==> config.mk <==
export PLATFORM = sky130hd
export DESIGN_NAME = mem_port_arbiter
export DESIGN_NICKNAME = d
export VERILOG_FILES = /design/src/rtl/rv32_mem_pkg.sv /design/src/rtl/rr_pick2.sv /design/src/rtl/mem_port_arbiter.sv
export SDC_FILE = /design/constraint.sdc
export NUM_CORES = 1
export LEC_CHECK = 0
export CAP_MARGIN = 20
export CORE_AREA = 5 5 283 285
export DETAILED_ROUTE_END_ITERATION = 6
export DIE_AREA = 0 0 288 290
export HOLD_SLACK_MARGIN = 0.05
export SYNTH_ARGS = -nofsm -noshare
export SYNTH_HDL_FRONTEND = slang
export SYNTH_HIERARCHICAL = 1
export SYNTH_SLANG_ARGS = --single-unit
==> constraint.sdc <==
create_clock -name CLK -period 2 [get_ports CLK]
set_input_delay 0.5 -clock CLK [delete_from_list [all_inputs] [get_ports CLK]]
set_output_delay 0.5 -clock CLK [all_outputs]
set_load 0.01 [all_outputs]
==> src/rtl/rv32_mem_pkg.sv <==
// Shared encodings for the main-memory port arbiter: FSM states, grant and op codes.
package rv32_mem_pkg;

  typedef enum logic [1:0] {
    ST_IDLE  = 2'd0,
    ST_ISSUE = 2'd1,
    ST_WAIT  = 2'd2,
    ST_DONE  = 2'd3
  } state_t;

  localparam logic GNT_I = 1'b0;
  localparam logic GNT_D = 1'b1;

  localparam logic OP_RD = 1'b0;
  localparam logic OP_WR = 1'b1;

endpackage

==> src/rtl/rr_pick2.sv <==
// Two-way round-robin pick. req[0] is the I-cache, req[1] the D-cache.
// On contention the requester that was NOT served last wins.
module rr_pick2
  import rv32_mem_pkg::*;
(
  input  logic [1:0] req,
  input  logic       last,
  output logic       any,
  output logic       gnt
);

  // Combinational pick; on contention grant the requester other than last.
  always_comb begin
    any = |req;
    gnt = GNT_I;
    case (req)
      2'b01:   gnt = GNT_I;
      2'b10:   gnt = GNT_D;
      2'b11:   gnt = ~last;
      default: gnt = GNT_I;
    endcase
  end

endmodule

==> src/rtl/mem_port_arbiter.sv <==
// Shares the single main-memory port between the I-cache miss path and the
// D-cache. One transfer at a time, round-robin on contention, with a sticky
// watchdog flag for transfers that never see MBUSYWAIT fall.
//
// state | meaning
// IDLE  | no transfer; arbitrate and latch address/data/op on a grant
// ISSUE | strobe out for the first cycle; MBUSYWAIT not yet meaningful
// WAIT  | strobe held until MBUSYWAIT falls or the watchdog expires
// DONE  | strobes low; owner's BUSYWAIT drops for this one cycle
module mem_port_arbiter
  import rv32_mem_pkg::*;
#(
  parameter int ADDR_W         = 28,
  parameter int DATA_W         = 128,
  parameter int TIMEOUT_CYCLES = 1023
) (
  input  logic              CLK,
  input  logic              RESET,
  input  logic              IREAD,
  input  logic [ADDR_W-1:0] IADDR,
  output logic              IBUSYWAIT,
  output logic [DATA_W-1:0] IREADDATA,
  input  logic              DREAD,
  input  logic              DWRITE,
  input  logic [ADDR_W-1:0] DADDR,
  input  logic [DATA_W-1:0] DWRITEDATA,
  output logic              DBUSYWAIT,
  output logic [DATA_W-1:0] DREADDATA,
  output logic              MREAD,
  output logic              MWRITE,
  output logic [ADDR_W-1:0] MADDR,
  output logic [DATA_W-1:0] MWRITEDATA,
  input  logic [DATA_W-1:0] MREADDATA,
  input  logic              MBUSYWAIT,
  output logic              TIMEOUT_ERR
);

  // Counter holds values 0..TIMEOUT_CYCLES; a zero limit disables the watchdog.
  localparam int CNT_W = (TIMEOUT_CYCLES > 0) ? $clog2(TIMEOUT_CYCLES + 1) : 1;
  localparam bit WD_EN = (TIMEOUT_CYCLES != 0);
  localparam logic [CNT_W-1:0] CNT_TERM =
    CNT_W'((TIMEOUT_CYCLES > 0) ? (TIMEOUT_CYCLES - 1) : 0);

  state_t            state, state_nxt;
  logic              gnt;
  logic              last;
  logic              op;
  logic [DATA_W-1:0] rdata;
  logic [CNT_W-1:0]  cnt;
  logic              req_any;
  logic              pick_gnt;
  logic              d_req;
  logic              wd_fire;

  assign d_req = DREAD | DWRITE;

  rr_pick2 u_pick (
    .req  ({d_req, IREAD}),
    .last (last),
    .any  (req_any),
    .gnt  (pick_gnt)
  );

  // Fires on the WAIT edge that would bring the count up to the limit.
  assign wd_fire = WD_EN && (cnt == CNT_TERM);

  // State register.
  always_ff @(posedge CLK or negedge RESET) begin
    if (!RESET) state <= ST_IDLE;
    else        state <= state_nxt;
  end

  // Next-state logic; memory completion takes priority over the watchdog.
  always_comb begin
    state_nxt = state;
    case (state)
      ST_IDLE:  if (req_any) state_nxt = ST_ISSUE;
      ST_ISSUE: state_nxt = ST_WAIT;
      ST_WAIT:  if (!MBUSYWAIT || wd_fire) state_nxt = ST_DONE;
      ST_DONE:  state_nxt = ST_IDLE;
      default:  state_nxt = ST_IDLE;
    endcase
  end

  // Grant, address/data/op latches, strobes, read-data capture and error flag.
  always_ff @(posedge CLK or negedge RESET) begin
    if (!RESET) begin
      gnt         <= GNT_I;
      last        <= GNT_I;
      op          <= OP_RD;
      MREAD       <= 1'b0;
      MWRITE      <= 1'b0;
      MADDR       <= '0;
      MWRITEDATA  <= '0;
      rdata       <= '0;
      TIMEOUT_ERR <= 1'b0;
    end else begin
      case (state)
        ST_IDLE: begin
          if (req_any) begin
            gnt <= pick_gnt;
            if (pick_gnt == GNT_D) begin
              MADDR      <= DADDR;
              MWRITEDATA <= DWRITEDATA;
              op         <= DWRITE ? OP_WR : OP_RD;
              MREAD      <= ~DWRITE;
              MWRITE     <= DWRITE;
            end else begin
              MADDR  <= IADDR;
              op     <= OP_RD;
              MREAD  <= 1'b1;
              MWRITE <= 1'b0;
            end
          end
        end
        ST_WAIT: begin
          if (!MBUSYWAIT) begin
            if (op == OP_RD) rdata <= MREADDATA;
            MREAD  <= 1'b0;
            MWRITE <= 1'b0;
          end else if (wd_fire) begin
            TIMEOUT_ERR <= 1'b1;
            MREAD       <= 1'b0;
            MWRITE      <= 1'b0;
          end
        end
        ST_DONE: last <= gnt;
        default: ;
      endcase
    end
  end

  // Watchdog: cleared when a transfer is granted, counts WAIT cycles, saturates.
  always_ff @(posedge CLK or negedge RESET) begin
    if (!RESET) begin
      cnt <= '0;
    end else if (state == ST_IDLE && req_any) begin
      cnt <= '0;
    end else if (state == ST_WAIT && cnt != {CNT_W{1'b1}}) begin
      cnt <= cnt + 1'b1;
    end
  end

  assign IBUSYWAIT = IREAD & ~(state == ST_DONE && gnt == GNT_I);
  assign DBUSYWAIT = d_req & ~(state == ST_DONE && gnt == GNT_D);
  assign IREADDATA = rdata;
  assign DREADDATA = rdata;

endmodule
==> metrics <==
Final setup viols 0; core area between 70000 and 80000 um^2; YS warnings 6; largest net degree at the start of global routing 62; finished layout cell area 22100 um^2; largest family of logic cells by synthesized area multiplexers; Die Height approximately 290 um; syn_area_per_cell 14.3 um^2; multiplexer area fraction after synthesis 0.252; first-pass GRT wire length 70600 um; multi-input logic area 4060 um^2; Layout Nets 1900; Hold WC Path Type primary input to flop; worst slew pin tran about 510 ps; Initial Utilization 0.165; Final HPWL DP ~40000 um; WP data arrival 1490 ps; most common cell after layout, fill and taps aside dlygate4sd2_1; status completed; total power 34.2 mW; CP cell instances clkdlybuf4s50_1 > or2_4 > a21boi_2 > buf_2; pre-CTS setup slack -581 ps; Worst EP required 1500 ps; Total Routed Length 49400 um; Max-slew headroom 0.655; Worst Path Buf+Inv 2; CTS max path bufs 3; Pwr Density 1550 nW/um^2; DR vias/cell 3.59; Max Cap Violations 0; Synth area leader dfrtp_1; EDFF count, synth 0; Yosys cell types 39; Num Clock Sinks 302; Routed Antenna Nets 0; IO buf count 734; share of layout cells above drive strength 1 0.253; DRT Pass-1 Iters 4; Die X-Extent 288 um; critical path class primary input to output port; Pleak between 10 and 15 nW; asr flop ratio synth 1.00; crit-path max FO 3; RePlAce Congestion 0.781; Yosys reg bits 302; hold slack 429 ps; largest cells by area after synthesis dfrtp_1 (59%), mux2_2 (21%), buf_4 (7.7%), mux2i_1 (2.2%), mux2_1 (1.7%); Reg area 7560 um^2; final setup margin 12.2 ps; Main synth FF type dfrtp_1; initial antenna violation count 13; Placement Cell Area 20800 um^2; Total GRT Usage 0.111; VDD IR-drop max 780 uV; WL/cell around 19 um; Setup crit end kind output port; CTS clk-pin slew, worst paths 60 ps; post-synthesis net count 1217; grt ovf 0; Clock Skews between 10 and 15 ps; Crit-path slowest cell clkdlybuf4s50_1; clk root buf clkbuf_16; Max Clk Rate roughly 0.5 GHz; Syn-to-layout area delta 73.5%; DRT iter0 DRCs 194; Site Rows between 100 and 150; vias in the first global route 10674; Final Max Tran Viols 0; Post-Synth Simple-Gate Area 0.0223; die area 83500 um^2; Adder-Cell Fraction of Synth Area 0.00589; Mapped Area between 10000 and 15000 um^2; Synth Instances between 800 and 900; xor and xnor area share after synthesis 0.00481; commonest non-fill, non-tap cells in the layout dlygate4sd2_1 (354), clkdlybuf4s50_1 (340), dfrtp_1 (298); crit-path leading delay family buffers and inverters; crit-path max cell delay 430 ps; via count approximately 9500; share of the synthesized area in the top cell type 0.593; CTS tree yes; Tmin final approximately 2000 ps; Seq/Total Area, Yosys 0.593; Worst setup SP type primary input; DRC Markers 0; io pins 735; endpoints failing hold 0; compound-gate portion of the synthesized area 0.0270; Clk Latency, worst-skew pair 550 ps; CTS Buf Count 38; RSZ-0062 raised after global routing yes; Final Cycle Share 0.994; CTS H-tree lvls 2; fill count 8070
[metal layers]
| metal | up-vias | wire length [um] | track usage |
|---|---|---|---|
| met5 | - | 24 | 0 |
| met3 | 76 | 4370 | 0.0356 |
| met1 | 4660 | 18100 | 0.121 |
| met4 | 4 | 1280 | 0.0384 |
| met2 | 431 | 25600 | 0.203 |
| li1 | 4345 | - | - |
[stage by stage]
step	TNS (ps)	utilization	std cells
finish	0	0.287	2653
global route	-64.2	0.287	2650
CTS	-1.78	0.284	2643
detailed placement	-115990	0.270	2552
global placement	-109580	0.270	2552
floorplan	-1100	-	893
[flip-flops by register name, indices dropped and copies added (netlist names)]
name	count
DREADDATA	128
MADDR	28
MREAD	1
MWRITE	1
MWRITEDATA	128
TIMEOUT_ERR	1
cnt	10
gnt	1
last	1
op	1
state	2
[timing repair]
item,4_1_cts,5_1_grt
cloned,2,0
gates resized for setup,382,51
hold endpoints to repair,23,0
buffers inserted,18,3
hold buffers,1,0
pin swaps,2,0
setup endpoints to repair,447,91
[layout make-up]
| cell class | count | area share |
|---|---|---|
| antenna | 7 | 0.000793 |
| clock buffer | 54 | 0.0503 |
| clock inverter | 16 | 0.00838 |
| inverter | 5 | 0.000849 |
| multi-input combinational | 416 | 0.184 |
| sequential | 302 | 0.342 |
| tap | 1040 | 0.0589 |
| timing repair buffer | 813 | 0.355 |
[cell usage after synthesis, types with 5 or more instances]
library cell and number:
dfrtp_1 302, ha_1 6, xnor2_1 5, nor2_1 11, inv_1 5, mux2_2 241, mux2_1 19, mux2i_1 28
buf_2 28, clkbuf_1 8, o21ai_0 30, nand2_1 38, buf_4 131
[cell families (layout without fill, tap and decap cells)]
family | count (synthesis) | count (layout)
multiplexers | 288 | 288
flip-flops | 302 | 302
buffers and inverters | 175 | 888
adder cells (fa/ha/maj) | 6 | 6
XOR/XNOR | 7 | 7
other | 0 | 7
AND/OR/NAND/NOR | 63 | 63
AO/OA/AOI/OAI | 52 | 52
[worst min-delay path, delay by kind of cell]
| kind | cells | cell delay (ps) |
|---|---|---|
| AO/OA/AOI/OAI | 1 | 70 |
| buffers and inverters | 2 | 290 |
| AND/OR/NAND/NOR | 1 | 70 |
[worst paths after layout]
| check | from | end | slack (ps) | cells after the start |
|---|---|---|---|---|
| min in group asynchronous | RESET | MWRITEDATA[8] | 450 | 2 |
| setup / recovery | DREAD | DBUSYWAIT | 10 | 4 |
| hold / removal | DWRITE | op | 430 | 4 |
| max in group asynchronous | RESET | MWRITEDATA[55] | 830 | 3 |
| setup reg to reg | state[1] | DREADDATA[74] | 90 | 8 |
| hold reg to reg | MADDR[13] | MADDR[13] | 470 | 2 |
[where the power goes]
group / internal, mW / leakage (nW) / switching, mW
Clock: 4.29 / 0.635 / 2.76
Sequential: 9.21 / 3.61 / 2.08
Combinational: 8.78 / 5.85 / 7.08
(Power assumes the default switching activity.)
==> patch 1 (config.mk and constraints unchanged) <==
Reset style: synchronous (`RESET`), changed in 3 clocked blocks.
--- a/src/rtl/mem_port_arbiter.sv
+++ b/src/rtl/mem_port_arbiter.sv
@@ -67,3 +67,3 @@
   // State register.
-  always_ff @(posedge CLK or negedge RESET) begin
+  always_ff @(posedge CLK) begin
     if (!RESET) state <= ST_IDLE;
@@ -85,3 +85,3 @@
   // Grant, address/data/op latches, strobes, read-data capture and error flag.
-  always_ff @(posedge CLK or negedge RESET) begin
+  always_ff @(posedge CLK) begin
     if (!RESET) begin
@@ -133,3 +133,3 @@
   // Watchdog: cleared when a transfer is granted, counts WAIT cycles, saturates.
-  always_ff @(posedge CLK or negedge RESET) begin
+  always_ff @(posedge CLK) begin
     if (!RESET) begin
Formal check against the unedited RTL: differs if RESET is asserted again (counterexample within 4 cycles, from zero or initial values and one cycle with RESET low); with RESET held inactive, the same outputs for 4 cycles.
==> patch 1 against the unedited design <==
Critical path type unchanged; sequential cell count did not move; final cell count increased by 19%; sequential share of layout area shrank 6.3 points; routed wire length rose by 10%; fmax increased by 0.65%; hold slack got worse by 110 ps; highest routed layer unchanged; design area down 1.6%; non-clock buffer count is 9 lower; area after synthesis decreased by 2.8%; worst setup slack improved by 13 ps; critical path depth stayed put; register-to-register slack better by 80 ps.
Power is not compared: it rests on default switching activity, and its combinational part moved more than twofold at a synthesized area within 25%.
==> patch 1: results (changes against the unedited design) <==
- Post-synthesis net count: 1801 (was 1217)
- Clock Skew: 26.9 ps (was 12.8 ps)
- Largest net degree at the start of global routing: 49 (was 62)
- Drt initial violations: 382 (was 194)
- Filler Cell Count: 8363 (was 8070)
- Netlist cell types: 41 (was 39)
- Final Wtd Congestion: 0.786 (was 0.781)
- Origin of the critical flop-to-flop path: state[0] (was state[1])
- Avg Cell Area, Syn: 8.38 µm² (was 14.3 µm²)
- Post-Synth Adder-Cell Area: 0.606% (was 0.589%)
- Layout cells sized above 1: 7.50% (was 25.3%)
- Sequential area share after synthesis: 48.8% (was 59.3%)
- Reg2Reg Setup Slack: 170 ps (was 90 ps)
- Synth cell count leaders: 555 x nand2_1, 302 x dfxtp_1, 258 x a21boi_0 (was 302 x dfrtp_1, 241 x mux2_2, 131 x buf_4)
- Mux cell area share after synthesis: 2.67% (was 25.2%)
- Post-DP Area: 20400 µm² (was 20800 µm²)
- WHS Path Cells: 2 (was 4)
- Cts repair resizes: 250 (was 382)
- RR Endpoint: cnt[9] (was DREADDATA[74])
- Hold Slack: 319 ps (was 429 ps)
- Synth Area in XOR/XNOR: 0.354% (was 0.481%)
- Area contributors post-synth: dfxtp_1 49%, nand2_1 17%, a21boi_0 16%, buf_4 7.8%, clkbuf_1 2.7% (was dfrtp_1 59%, mux2_2 21%, buf_4 7.7%, mux2i_1 2.2%, mux2_1 1.7%)
- Final wirelength: 54300 µm (was 49400 µm)
- Status: finished, final reports clean (unchanged)
- Average routed wire per standard cell: 17.1 µm (was 18.6 µm)
- Post-synthesis compound-gate area fraction: 17.9% (was 2.70%)
- CP Data Arrival Time: 1470 ps (was 1490 ps)
- Hold wc startpoint: RESET (was DWRITE)
[patch 1: cells by family after synthesis]
| family | after synthesis |
|---|---|
| multiplexers | 33 |
| AO/OA/AOI/OAI | 307 |
| buffers and inverters | 231 |
| AND/OR/NAND/NOR | 593 |
| flip-flops | 302 |
| XOR/XNOR | 5 |
| adder cells (fa/ha/maj) | 6 |
[patch 1: metal layers]
metal	track usage, %	routed length, µm	vias to the layer above
met5	0	38	-
met4	3.05	1260	6
li1	-	-	5902
met2	22.9	27700	498
met3	5.38	5930	74
met1	12.3	19400	5359
[patch 1: cell type report]
| type | instances | share of cell area [%] |
|---|---|---|
| clock buffers | 48 | 4.77 |
| well taps | 1040 | 5.98 |
| repair buffers | 804 | 37.0 |
| inverters | 5 | 0.0863 |
| diodes | 8 | 0.0920 |
| clock inverters | 18 | 1.05 |
| multi-input cells | 944 | 23.1 |
| flip-flops and latches | 302 | 27.9 |
[patch 1: critical path, cell delays in order]
cell,delay (ps)
clkdlybuf4s50_1,430
or2_4,280
a21boi_1,130
buf_2,140
==> patch 2 (config.mk and constraints unchanged) <==
Made on the original files. The parameter `TIMEOUT_CYCLES` goes from 1023 to 255.
--- a/src/rtl/mem_port_arbiter.sv
+++ b/src/rtl/mem_port_arbiter.sv
@@ -14,3 +14,3 @@
   parameter int DATA_W         = 128,
-  parameter int TIMEOUT_CYCLES = 1023
+  parameter int TIMEOUT_CYCLES = 255
 ) (
Function: no difference found for any inputs over 4 cycles, from zero or initial values and one cycle with RESET low; that may be too few to reach the edited logic, so the function may still have changed.
==> patch 2 against the unedited design <==
The run now ends with setup timing left; utilization grew 0.63 points; worst setup slack lost 15 ps; area after synthesis is 2.0% higher; routed wire length is 0.43% higher; design area rose by 2.2%; clock power shrank 0.9%; total power rose by 3.7%; sequential cell count down 2; highest routed layer unchanged.
==> patch 2: results (changes against the unedited design) <==
- Status: finished with violations (was finished, final reports clean)
- Final Setup Violations: 1 (was 0)
- Clk pwr: 6.99 mW (was 7.05 mW)
- Placed insts: 2559 (was 2552)
- Origin of the critical flop-to-flop path: state[0] (was state[1])
- Area contributors post-synth: dfrtp_1 58%, mux2_2 13%, mux2_4 12%, buf_4 7.4%, mux2i_1 2.2% (was dfrtp_1 59%, mux2_2 21%, buf_4 7.7%, mux2i_1 2.2%, mux2_1 1.7%)
- Reg2Reg Setup Slack: 60 ps (was 90 ps)
- Total negative slack: -2.96 ps (was 0 ps)
- Hold Slack: 443 ps (was 429 ps)
- Vias in the first global route: 10600 (was 10700)
- Worst Slack Setup Final: -2.96 ps (was 12.2 ps)
- Layout cells sized above 1: 26.6% (was 25.3%)
- Clock latency on the worst-skew pair: 540 ps
- Initial antenna violation count: 12 (was 13)
- Cts repair resizes: 343 (was 382)
- Final net count: 1899 (was 1900)
- Synth Area in XOR/XNOR: 0.0674% (was 0.481%)
- CP Max Fanout: 18 (was 3)
- Cts bufs inserted: 37 (was 38)
- CP Data Arrival Time: 2420 ps (was 1490 ps)
- Tot GR Track Use: 11.1% (about the same)
- DPL Wire Length: 39000 µm (was 39300 µm)
- Mux cell area share after synthesis: 27.6% (was 25.2%)
- Largest net degree at the start of global routing: 69 (was 62)
- Post-synthesis compound-gate area fraction: 2.39% (was 2.70%)
- Netlist cell types: 37 (was 39)
- Peak VDD IR: 0.727 mV (was 0.780 mV)
- Reg2reg path depth: 9 (was 8)
- Clock Path Buffers: 3 (unchanged)
- Final wirelength: 49600 µm (was 49400 µm)
- Post-CTS Setup Repair Bufs: 11 (was 18)
- Global-route wire length before repair: 70700 µm (was 70600 µm)
- Flop pwr share: 32.3% (was 33.0%)
- RR Endpoint: DREADDATA[23] (was DREADDATA[74])
- Post-DP Area: 21200 µm² (was 20800 µm²)
- DR vias: 9477 (was 9516)
- Switch share: 33.7% (was 34.8%)
- Clock Skew: 29.5 ps (was 12.8 ps)
- Failing checks: setup timing
- Commonest non-fill, non-tap cell in the layout: clkdlybuf4s50_1 (was dlygate4sd2_1)
- Synth cell count leaders: 300 x dfrtp_1, 151 x mux2_2, 128 x buf_4 (was 302 x dfrtp_1, 241 x mux2_2, 131 x buf_4)
- Post-synthesis net count: 1205 (was 1217)
- Hold Crit Class: input pin to asynchronous set/reset pin (was input pin to flop)
- Worst Tran Pin Value: 449 ps (was 513 ps)
- Drt initial violations: 183 (was 194)
- LEAKAGE: 10.8 nW (was 10.1 nW)
- Placement Setup Slack: -629 ps (was -581 ps)
- Post-Synth Adder-Cell Area: 0.578% (was 0.589%)
- Sequential area share after synthesis: 57.8% (was 59.3%)
- Avg Cell Area, Syn: 14.8 µm² (was 14.3 µm²)
- Average routed wire per standard cell: 18.7 µm (was 18.6 µm)
- Final Wtd Congestion: 0.823 (was 0.781)
- Filler Cell Count: 7985 (was 8070)
## patch 2: cell count changes in the layout (fill, tap and decap cells not counted), moves of 4 or more
cell / unedited run / this run
dfrtp_2: 4 / 8
dlygate4sd2_1: 354 / 306
clkinv_2: 7 / 3
clkdlybuf4s50_1: 340 / 365
dlymetal6s2s_1: 37 / 59
mux2_4: 3 / 113
o21ai_0: 30 / 36
mux2_2: 239 / 147
xnor2_1: 5 / 1
nand3_1: 2 / 7
mux2_1: 18 / 0
dfrtp_1: 298 / 292
## patch 2: final cells by class
cell class / count / area [µm²] / area share, %
Clock inverter: 10 / 160 / 0.709
Clock buffer: 56 / 1110 / 4.91
Timing Repair Buffer: 822 / 8110 / 35.9
Sequential cell: 300 / 7520 / 33.3
Antenna cell: 4 / 10.0 / 0.0443
Tap cell: 1040 / 1300 / 5.76
Inverter: 5 / 23.8 / 0.105
Multi-Input combinational cell: 409 / 4360 / 19.3
## patch 2: worst max-delay path, cell delays in order
cell,delay (ps)
clkdlybuf4s50_1,420
or2_4,270
or2_4,230
and2_4,180
nand2_8,190
buf_4,270
mux2_4,320
## patch 2: worst max path at each step
stage              from         endpoint  slack (ps)  depth (start not counted)
2_1_floorplan     DREAD    MWRITEDATA[0]         -60                          8
3_3_place_gp     DWRITE  MWRITEDATA[125]        -620                          7
4_1_cts        state[0]        IBUSYWAIT         -10                          3
6_report          DREAD   MWRITEDATA[67]          -3                          7
3_5_place_dp     DWRITE  MWRITEDATA[125]        -630                          7
5_1_grt        state[0]        IBUSYWAIT         -30                          3
## patch 2: routing by layer
layer | vias to the layer above | share of wire (%) | global-route usage, %
met3 | 66 | 9.1 | 3.78
met5 | - | 0.061 | 0
met1 | 4624 | 38 | 12.6
met4 | 4 | 2.7 | 4.09
met2 | 457 | 50 | 19.4
li1 | 4326 | - | -
